**src/rtl/rs_pkg.sv**
```systemverilog
// Shared definitions for the reservation stations and the ROB.
package rs_pkg;

  // Instruction classes, shared with the ROB so both sides agree on routing.
  localparam logic [2:0] INST_ALU    = 3'd0;
  localparam logic [2:0] INST_MUL    = 3'd1;
  localparam logic [2:0] INST_LOAD   = 3'd2;
  localparam logic [2:0] INST_STORE  = 3'd3;
  localparam logic [2:0] INST_BRANCH = 3'd4;

endpackage

```
**src/rtl/rs_oldest_pick.sv**
```systemverilog
// Oldest-first picker: one-hot grant of the ready entry that no other ready entry is older than.
module rs_oldest_pick #(
  parameter int N = 8
) (
  input  logic [N-1:0]        ready,
  input  logic [N-1:0][N-1:0] age,    // age[i][j] = 1 means entry i is older than entry j
  output logic [N-1:0]        grant
);

  logic [N-1:0] blocked;

  always_comb begin
    blocked = '0;
    for (int i = 0; i < N; i++) begin
      for (int j = 0; j < N; j++) begin
        if (j != i && ready[j] && age[j][i]) blocked[i] = 1'b1;
      end
    end
    grant = ready & ~blocked;
  end

endmodule

```
**src/rtl/rs_age_window.sv**
```systemverilog
// Age-ordered reservation station: captures operands from the CDB and issues the oldest ready entry.
module rs_age_window
  import rs_pkg::*;
#(
  parameter int DEPTH  = 8,
  parameter int DATA_W = 32,
  parameter int TAG_W  = 4,
  parameter int OP_W   = 12
) (
  input  logic                       clk,
  input  logic                       rst,
  input  logic                       flush,
  input  logic                       alloc_valid,
  output logic                       alloc_ready,
  input  logic [OP_W-1:0]            alloc_op,
  input  logic [TAG_W-1:0]           alloc_tag,
  input  logic                       alloc_s1_rdy,
  input  logic                       alloc_s2_rdy,
  input  logic [DATA_W-1:0]          alloc_s1_val,
  input  logic [DATA_W-1:0]          alloc_s2_val,
  input  logic [TAG_W-1:0]           alloc_s1_tag,
  input  logic [TAG_W-1:0]           alloc_s2_tag,
  input  logic                       cdb_valid,
  input  logic [TAG_W-1:0]           cdb_tag,
  input  logic [DATA_W-1:0]          cdb_data,
  output logic                       iss_valid,
  input  logic                       iss_ready,
  output logic [OP_W-1:0]            iss_op,
  output logic [TAG_W-1:0]           iss_tag,
  output logic [DATA_W-1:0]          iss_s1,
  output logic [DATA_W-1:0]          iss_s2,
  output logic [$clog2(DEPTH+1)-1:0] occupancy
);

  localparam int OCC_W = $clog2(DEPTH + 1);
  localparam int IDX_W = $clog2(DEPTH);

  typedef struct packed {
    logic              rdy;
    logic [TAG_W-1:0]  tag;
    logic [DATA_W-1:0] val;
  } src_t;

  typedef struct packed {
    logic             valid;
    logic [OP_W-1:0]  op;
    logic [TAG_W-1:0] tag;
    src_t             s1;
    src_t             s2;
  } rs_entry_t;

  // Handshake: a transfer happens on a cycle where valid && ready; valid never depends on ready.
  rs_entry_t                   ent_q [DEPTH];
  logic [DEPTH-1:0][DEPTH-1:0] age_q;
  logic [DEPTH-1:0]            valid_vec;
  logic [DEPTH-1:0]            ready_vec;
  logic [DEPTH-1:0]            grant;
  logic [IDX_W-1:0]            alloc_idx;
  logic                        alloc_fire;
  logic                        iss_fire;
  rs_entry_t                   alloc_ent;

  function automatic src_t capture_src(input logic rdy, input logic [TAG_W-1:0] tag,
                                       input logic [DATA_W-1:0] val);
    src_t s;
    s.tag = tag;
    s.rdy = rdy | (cdb_valid && tag == cdb_tag);
    s.val = rdy ? val : cdb_data;
    return s;
  endfunction

  always_comb begin
    occupancy = '0;
    alloc_idx = '0;
    for (int i = 0; i < DEPTH; i++) begin
      valid_vec[i] = ent_q[i].valid;
      ready_vec[i] = ent_q[i].valid && ent_q[i].s1.rdy && ent_q[i].s2.rdy;
      occupancy    = occupancy + OCC_W'(ent_q[i].valid);
    end
    for (int i = DEPTH - 1; i >= 0; i--) begin
      if (!valid_vec[i]) alloc_idx = IDX_W'(i);
    end
  end

  assign alloc_ready = (occupancy != OCC_W'(DEPTH));
  assign alloc_fire  = alloc_valid && alloc_ready && !flush;

  always_comb begin
    alloc_ent       = '0;
    alloc_ent.valid = 1'b1;
    alloc_ent.op    = alloc_op;
    alloc_ent.tag   = alloc_tag;
    alloc_ent.s1    = capture_src(alloc_s1_rdy, alloc_s1_tag, alloc_s1_val);
    alloc_ent.s2    = capture_src(alloc_s2_rdy, alloc_s2_tag, alloc_s2_val);
  end

  rs_oldest_pick #(.N(DEPTH)) u_pick (
    .ready (ready_vec),
    .age   (age_q),
    .grant (grant)
  );

  assign iss_valid = (|grant) && !flush;
  assign iss_fire  = iss_valid && iss_ready;

  always_comb begin
    iss_op  = '0;
    iss_tag = '0;
    iss_s1  = '0;
    iss_s2  = '0;
    for (int i = 0; i < DEPTH; i++) begin
      if (iss_valid && grant[i]) begin
        iss_op  = ent_q[i].op;
        iss_tag = ent_q[i].tag;
        iss_s1  = ent_q[i].s1.val;
        iss_s2  = ent_q[i].s2.val;
      end
    end
  end

  always_ff @(posedge clk or posedge rst) begin
    if (rst) begin
      for (int i = 0; i < DEPTH; i++) ent_q[i] <= '0;
      age_q <= '0;
    end else if (flush) begin
      for (int i = 0; i < DEPTH; i++) ent_q[i].valid <= 1'b0;
    end else begin
      for (int i = 0; i < DEPTH; i++) begin
        if (ent_q[i].valid && cdb_valid) begin
          if (!ent_q[i].s1.rdy && ent_q[i].s1.tag == cdb_tag) begin
            ent_q[i].s1.rdy <= 1'b1;
            ent_q[i].s1.val <= cdb_data;
          end
          if (!ent_q[i].s2.rdy && ent_q[i].s2.tag == cdb_tag) begin
            ent_q[i].s2.rdy <= 1'b1;
            ent_q[i].s2.val <= cdb_data;
          end
        end
        if (iss_fire && grant[i]) ent_q[i].valid <= 1'b0;
        if (alloc_fire && alloc_idx == IDX_W'(i)) ent_q[i] <= alloc_ent;
      end
      // New entry is younger than everything: clear its row, set its column.
      if (alloc_fire) begin
        for (int i = 0; i < DEPTH; i++) begin
          for (int j = 0; j < DEPTH; j++) begin
            if (alloc_idx == IDX_W'(i))      age_q[i][j] <= 1'b0;
            else if (alloc_idx == IDX_W'(j)) age_q[i][j] <= 1'b1;
          end
        end
      end
    end
  end

endmodule

```
**config.mk**
```make
export PLATFORM = sky130hd
export DESIGN_NAME = rs_age_window
export DESIGN_NICKNAME = d
export VERILOG_FILES = /design/src/rtl/rs_pkg.sv /design/src/rtl/rs_oldest_pick.sv /design/src/rtl/rs_age_window.sv
export SDC_FILE = /design/constraint.sdc
export NUM_CORES = 2
export LEC_CHECK = 0
export BUFFER_PORTS_ARGS = -buffer_cell sky130_fd_sc_hd__buf_2
export CAP_MARGIN = 10
export CORE_ASPECT_RATIO = 1.2
export CORE_UTILIZATION = 42
export CTS_CLUSTER_DIAMETER = 40
export DETAILED_ROUTE_END_ITERATION = 16
export HOLD_SLACK_MARGIN = 0.15
export MAX_ROUTING_LAYER = met4
export PLACE_DENSITY_LB_ADDON = 0.15
export SLEW_MARGIN = 20
export SYNTH_ARGS = -nofsm -noshare
export SYNTH_HDL_FRONTEND = slang
export SYNTH_SLANG_ARGS = --single-unit
```
**constraint.sdc**
```tcl
create_clock -name clk -period 23.8 [get_ports clk]
set_clock_uncertainty 0.1 [all_clocks]
set_input_delay 1.19 -clock clk [delete_from_list [all_inputs] [get_ports clk]]
set_output_delay 1.19 -clock clk [all_outputs]
set_load 0.005 [all_outputs]
```
==> impl_metrics.tcl <==
set metrics [dict create \
    timing.final.max_slew_violations 0 \
    layout-drive-gt1-share 0.1518 \
    clock_sinks 784 \
    critical_path_arrival_ns 5.59 \
    number_of_gates_resized_after_cts 0 \
    multi_input_logic_area_sq_mm 0.01929 \
    io_buffer_count 217 \
    route.vias.total 35850 \
    filler_cell_count 9035 \
    grt_overflow 0 \
    post-route-worst-setup-slack_ns 16.92 \
    initial_utilization 0.4259 \
    fin_hold_ws_ns 0.3721 \
    cts_hold_repair_buffers 0 \
    final.setup.tns_ns 0 \
    postSynth.asyncResetShare 1.000 \
    fin_util 0.4894 \
    htree_levels 4 \
    use_met1 0.4145 \
    timing.critical_path.required_ns 22.51 \
    peak_supply_drop_mv 0.06489 \
    synth_edf_count 0 \
    wire_length_of_the_first_global_routing_pass_mm 230.8 \
    post_detailed_placement_cell_area_sq_mm 0.04220 \
    pwr_density_cell_mw_per_mm2 84.91 \
    synth_nets 4650 \
    critical_path_class "reg2out" \
    layout_worst_path_cycle_share 0.2890 \
    avgSynthCellArea_sq_um 9.027 \
    cell_breakdown_of_the_critical_path "nand4_1 -> nand4_1 -> nor3_2 -> nand2_2 -> nor2_4 -> buf_4 -> a221oi_1 -> o22ai_1 -> buf_2" \
    synth_ff_type "sky130_fd_sc_hd__dfrtp_1" \
    timing.critical_path.max_delay_family "simple AND/OR/NAND/NOR gates" \
    post_synth_num_cell_types 60 \
    die_area_sq_mm 0.09816 \
    cts_root_buf "sky130_fd_sc_hd__clkbuf_16" \
    cell_rows 124 \
    finish.net_count 4618 \
    place.gp.congestion 0.8974 \
    drt-total-wl_mm 154.3 \
    slew_of_the_pin_with_the_lowest_slew_margin_ns 1.149 \
    slowest_stage "sky130_fd_sc_hd__buf_4" \
    fmax_mhz 145.4 \
    core_area_sq_mm 0.09557 \
    number_of_buffers_added_by_the_clock_tree_synthesis_step 130 \
    maximum_number_of_pins_on_one_net_before_global_route_repair 153 \
    wl_cell_microns 26.39 \
    run_status "completed" \
    yosys_warnings 0 \
    number_of_buffer_and_inverter_stages_on_the_critical_path 2 \
    drtIter0Drc 3915 \
    grt.busiest_layer "met2" \
    report.final.hold_viol_count 0 \
    slowest_delay_ns 0.79 \
    drt_pass1_iterations 9 \
    post-route-cell-area_sq_mm 0.04677 \
    crit_end_element "output pin" \
    max-clock-path-buffers 3 \
    clk_pin_slew_worst_paths_ns 0.05 \
    drv_cap 0 \
    layout_common_cells "sky130_fd_sc_hd__nand2_1 (1126), sky130_fd_sc_hd__dfrtp_1 (784), sky130_fd_sc_hd__nor2_1 (396)" \
    critPathMaxFanout 43 \
    period_needed_ns 6.878 \
    synth-seq-area-share 0.4820 \
    ios 218 \
    antenna_found_initial 7 \
    p_leak_nw 23.08 \
    synthesis.instances 4509 \
    syn_area_sq_mm 0.04070 \
    hpwl_mm 82.53 \
    drt-vias-per-instance 6.132 \
    first_global_vias 35070 \
    grtUsageMet3 0.05033 \
    drc 0 \
    die_width_microns 286.2 \
    setup_viol 0 \
    detailedPlace.worstSlack_ns 17.36 \
    seq_area_sq_mm 0.01962 \
    clkLatencyLatePin_ns 0.74 \
    antenna_left 0 \
    synth_seq_cells 784 \
    worst_hold_class "reg2reg" \
    setup.worst_path.start_class "register" \
    slew_headroom 0.2339 \
    critical_path.most_common_cell "sky130_fd_sc_hd__nand4_1" \
    die_h_microns 343.0 \
    cts_setup_buffers 0 \
    globalRouteMet2Util 0.5047 \
    layout_commonest_cell "sky130_fd_sc_hd__nand2_1" \
    syn2layout_area_growth_pct 14.92 \
    grt_setup_unrepaired "no" \
    grt_usage 0.3218 \
    cts_tree "done" \
]
## cells by family after synthesis
family,share of synthesized area
AND/OR/NAND/NOR,0.1626
AO/OA/AOI/OAI,0.1739
flip-flops,0.4820
buffers and inverters,0.04820
multiplexers,0.1141
XOR/XNOR,0.01571
adder cells (fa/ha/maj),0.003505
## per-stage QoR
| step | total power [mW] | std cells |
|---|---|---|
| after floorplan | 1.900 | 4509 |
| after global placement | 2.019 | 5605 |
| after detailed placement | 2.030 | 5605 |
| after CTS | 3.988 | 5839 |
| after global routing | 4.112 | 5845 |
| final | 3.972 | 5846 |
## state kept, by name (all words and copies together), names as in the netlist
name	cells
age_q	56
ent_q	728
## path summary, 6_finish.rpt
check	start	end	slack, ns	cells past startpoint
worst max-delay path	ent_q[727]	iss_s2[29]	16.92	9
worst min-delay path	ent_q[536]	ent_q[536]	0.37	2
worst max register to register	ent_q[363]	ent_q[37]	17.31	15
worst min register to register	ent_q[536]	ent_q[536]	0.37	2
max in group asynchronous	rst	age_q[39]	19.92	5
min in group asynchronous	rst	ent_q[331]	0.53	2
## worst register-to-register path: stages (launching register included)
cell and delay (ns):
sky130_fd_sc_hd__dfrtp_1 0.60, sky130_fd_sc_hd__fa_1 0.50, sky130_fd_sc_hd__inv_1 0.08, sky130_fd_sc_hd__fa_1 0.43, sky130_fd_sc_hd__fa_1 0.49, sky130_fd_sc_hd__inv_1 0.04
sky130_fd_sc_hd__ha_1 0.20, sky130_fd_sc_hd__fa_1 0.56, sky130_fd_sc_hd__nor2_1 0.05, sky130_fd_sc_hd__nand4b_1 0.14, sky130_fd_sc_hd__nand4_1 0.17, sky130_fd_sc_hd__or2_0 0.43
sky130_fd_sc_hd__nor2_4 0.73, sky130_fd_sc_hd__buf_4 0.71, sky130_fd_sc_hd__buf_4 0.86, sky130_fd_sc_hd__o21ai_0 0.26
## power breakdown
group / total [mW] / internal (mW) / switching, mW / leakage (nW)
Sequential: 1.62 / 1.51 / 0.109 / 10.4
Clock: 1.96 / 1.23 / 0.726 / 2.22
Combinational: 0.391 / 0.164 / 0.227 / 10.5
## metal layers
metal  up-vias  part of all wire  routed length [microns]
met1     17840              0.41                    63580
li1      15840                 -                        -
met4         0             0.039                     5977
met2      1779              0.47                    72470
met5         -                 0                        0
met3       389             0.079                    12240
## Yosys cell counts, types with 5 or more instances
library cell	count	area, sq um
sky130_fd_sc_hd__inv_1	22	82.58
sky130_fd_sc_hd__nor3_1	5	25.02
sky130_fd_sc_hd__dfrtp_1	784	19620
sky130_fd_sc_hd__nand4_1	63	394.1
sky130_fd_sc_hd__or3_1	16	100.1
sky130_fd_sc_hd__a22o_1	6	52.55
sky130_fd_sc_hd__o311a_1	22	220.2
sky130_fd_sc_hd__nor3b_1	8	60.06
sky130_fd_sc_hd__a22oi_1	25	187.7
sky130_fd_sc_hd__buf_2	71	355.3
sky130_fd_sc_hd__o221ai_1	22	192.7
sky130_fd_sc_hd__buf_4	19	142.6
sky130_fd_sc_hd__nor2_1	401	1505
sky130_fd_sc_hd__o21a_1	58	435.4
sky130_fd_sc_hd__o21ai_0	329	1647
sky130_fd_sc_hd__a31o_2	6	52.55
sky130_fd_sc_hd__mux2i_1	320	3203
sky130_fd_sc_hd__clkbuf_1	296	1111
sky130_fd_sc_hd__a211oi_1	22	165.2
sky130_fd_sc_hd__xnor2_1	66	578.1
sky130_fd_sc_hd__a221oi_1	80	700.7
sky130_fd_sc_hd__mux2_2	128	1441
sky130_fd_sc_hd__ha_1	5	62.56
sky130_fd_sc_hd__a21oi_1	105	525.5
sky130_fd_sc_hd__and3_1	9	56.30
sky130_fd_sc_hd__a221o_1	57	570.6
sky130_fd_sc_hd__buf_1	59	221.5
sky130_fd_sc_hd__a31oi_1	196	1226
sky130_fd_sc_hd__xor2_1	7	61.31
sky130_fd_sc_hd__o21ai_1	5	25.02
sky130_fd_sc_hd__nand2_1	1133	4253
sky130_fd_sc_hd__o22ai_1	58	362.9
sky130_fd_sc_hd__a222oi_1	57	570.6
## cell type report
| class | instances | share of cell area |
|---|---|---|
| Antenna cell | 7 | 0.0003745 |
| Clock buffer | 167 | 0.07859 |
| Clock inverter | 67 | 0.01864 |
| Inverter | 23 | 0.002006 |
| Multi-Input combinational cell | 3253 | 0.4125 |
| Sequential cell | 784 | 0.4194 |
| Tap cell | 1260 | 0.03370 |
| Timing Repair Buffer | 285 | 0.03475 |
Note: power is estimated with default switching activity, not from simulation.
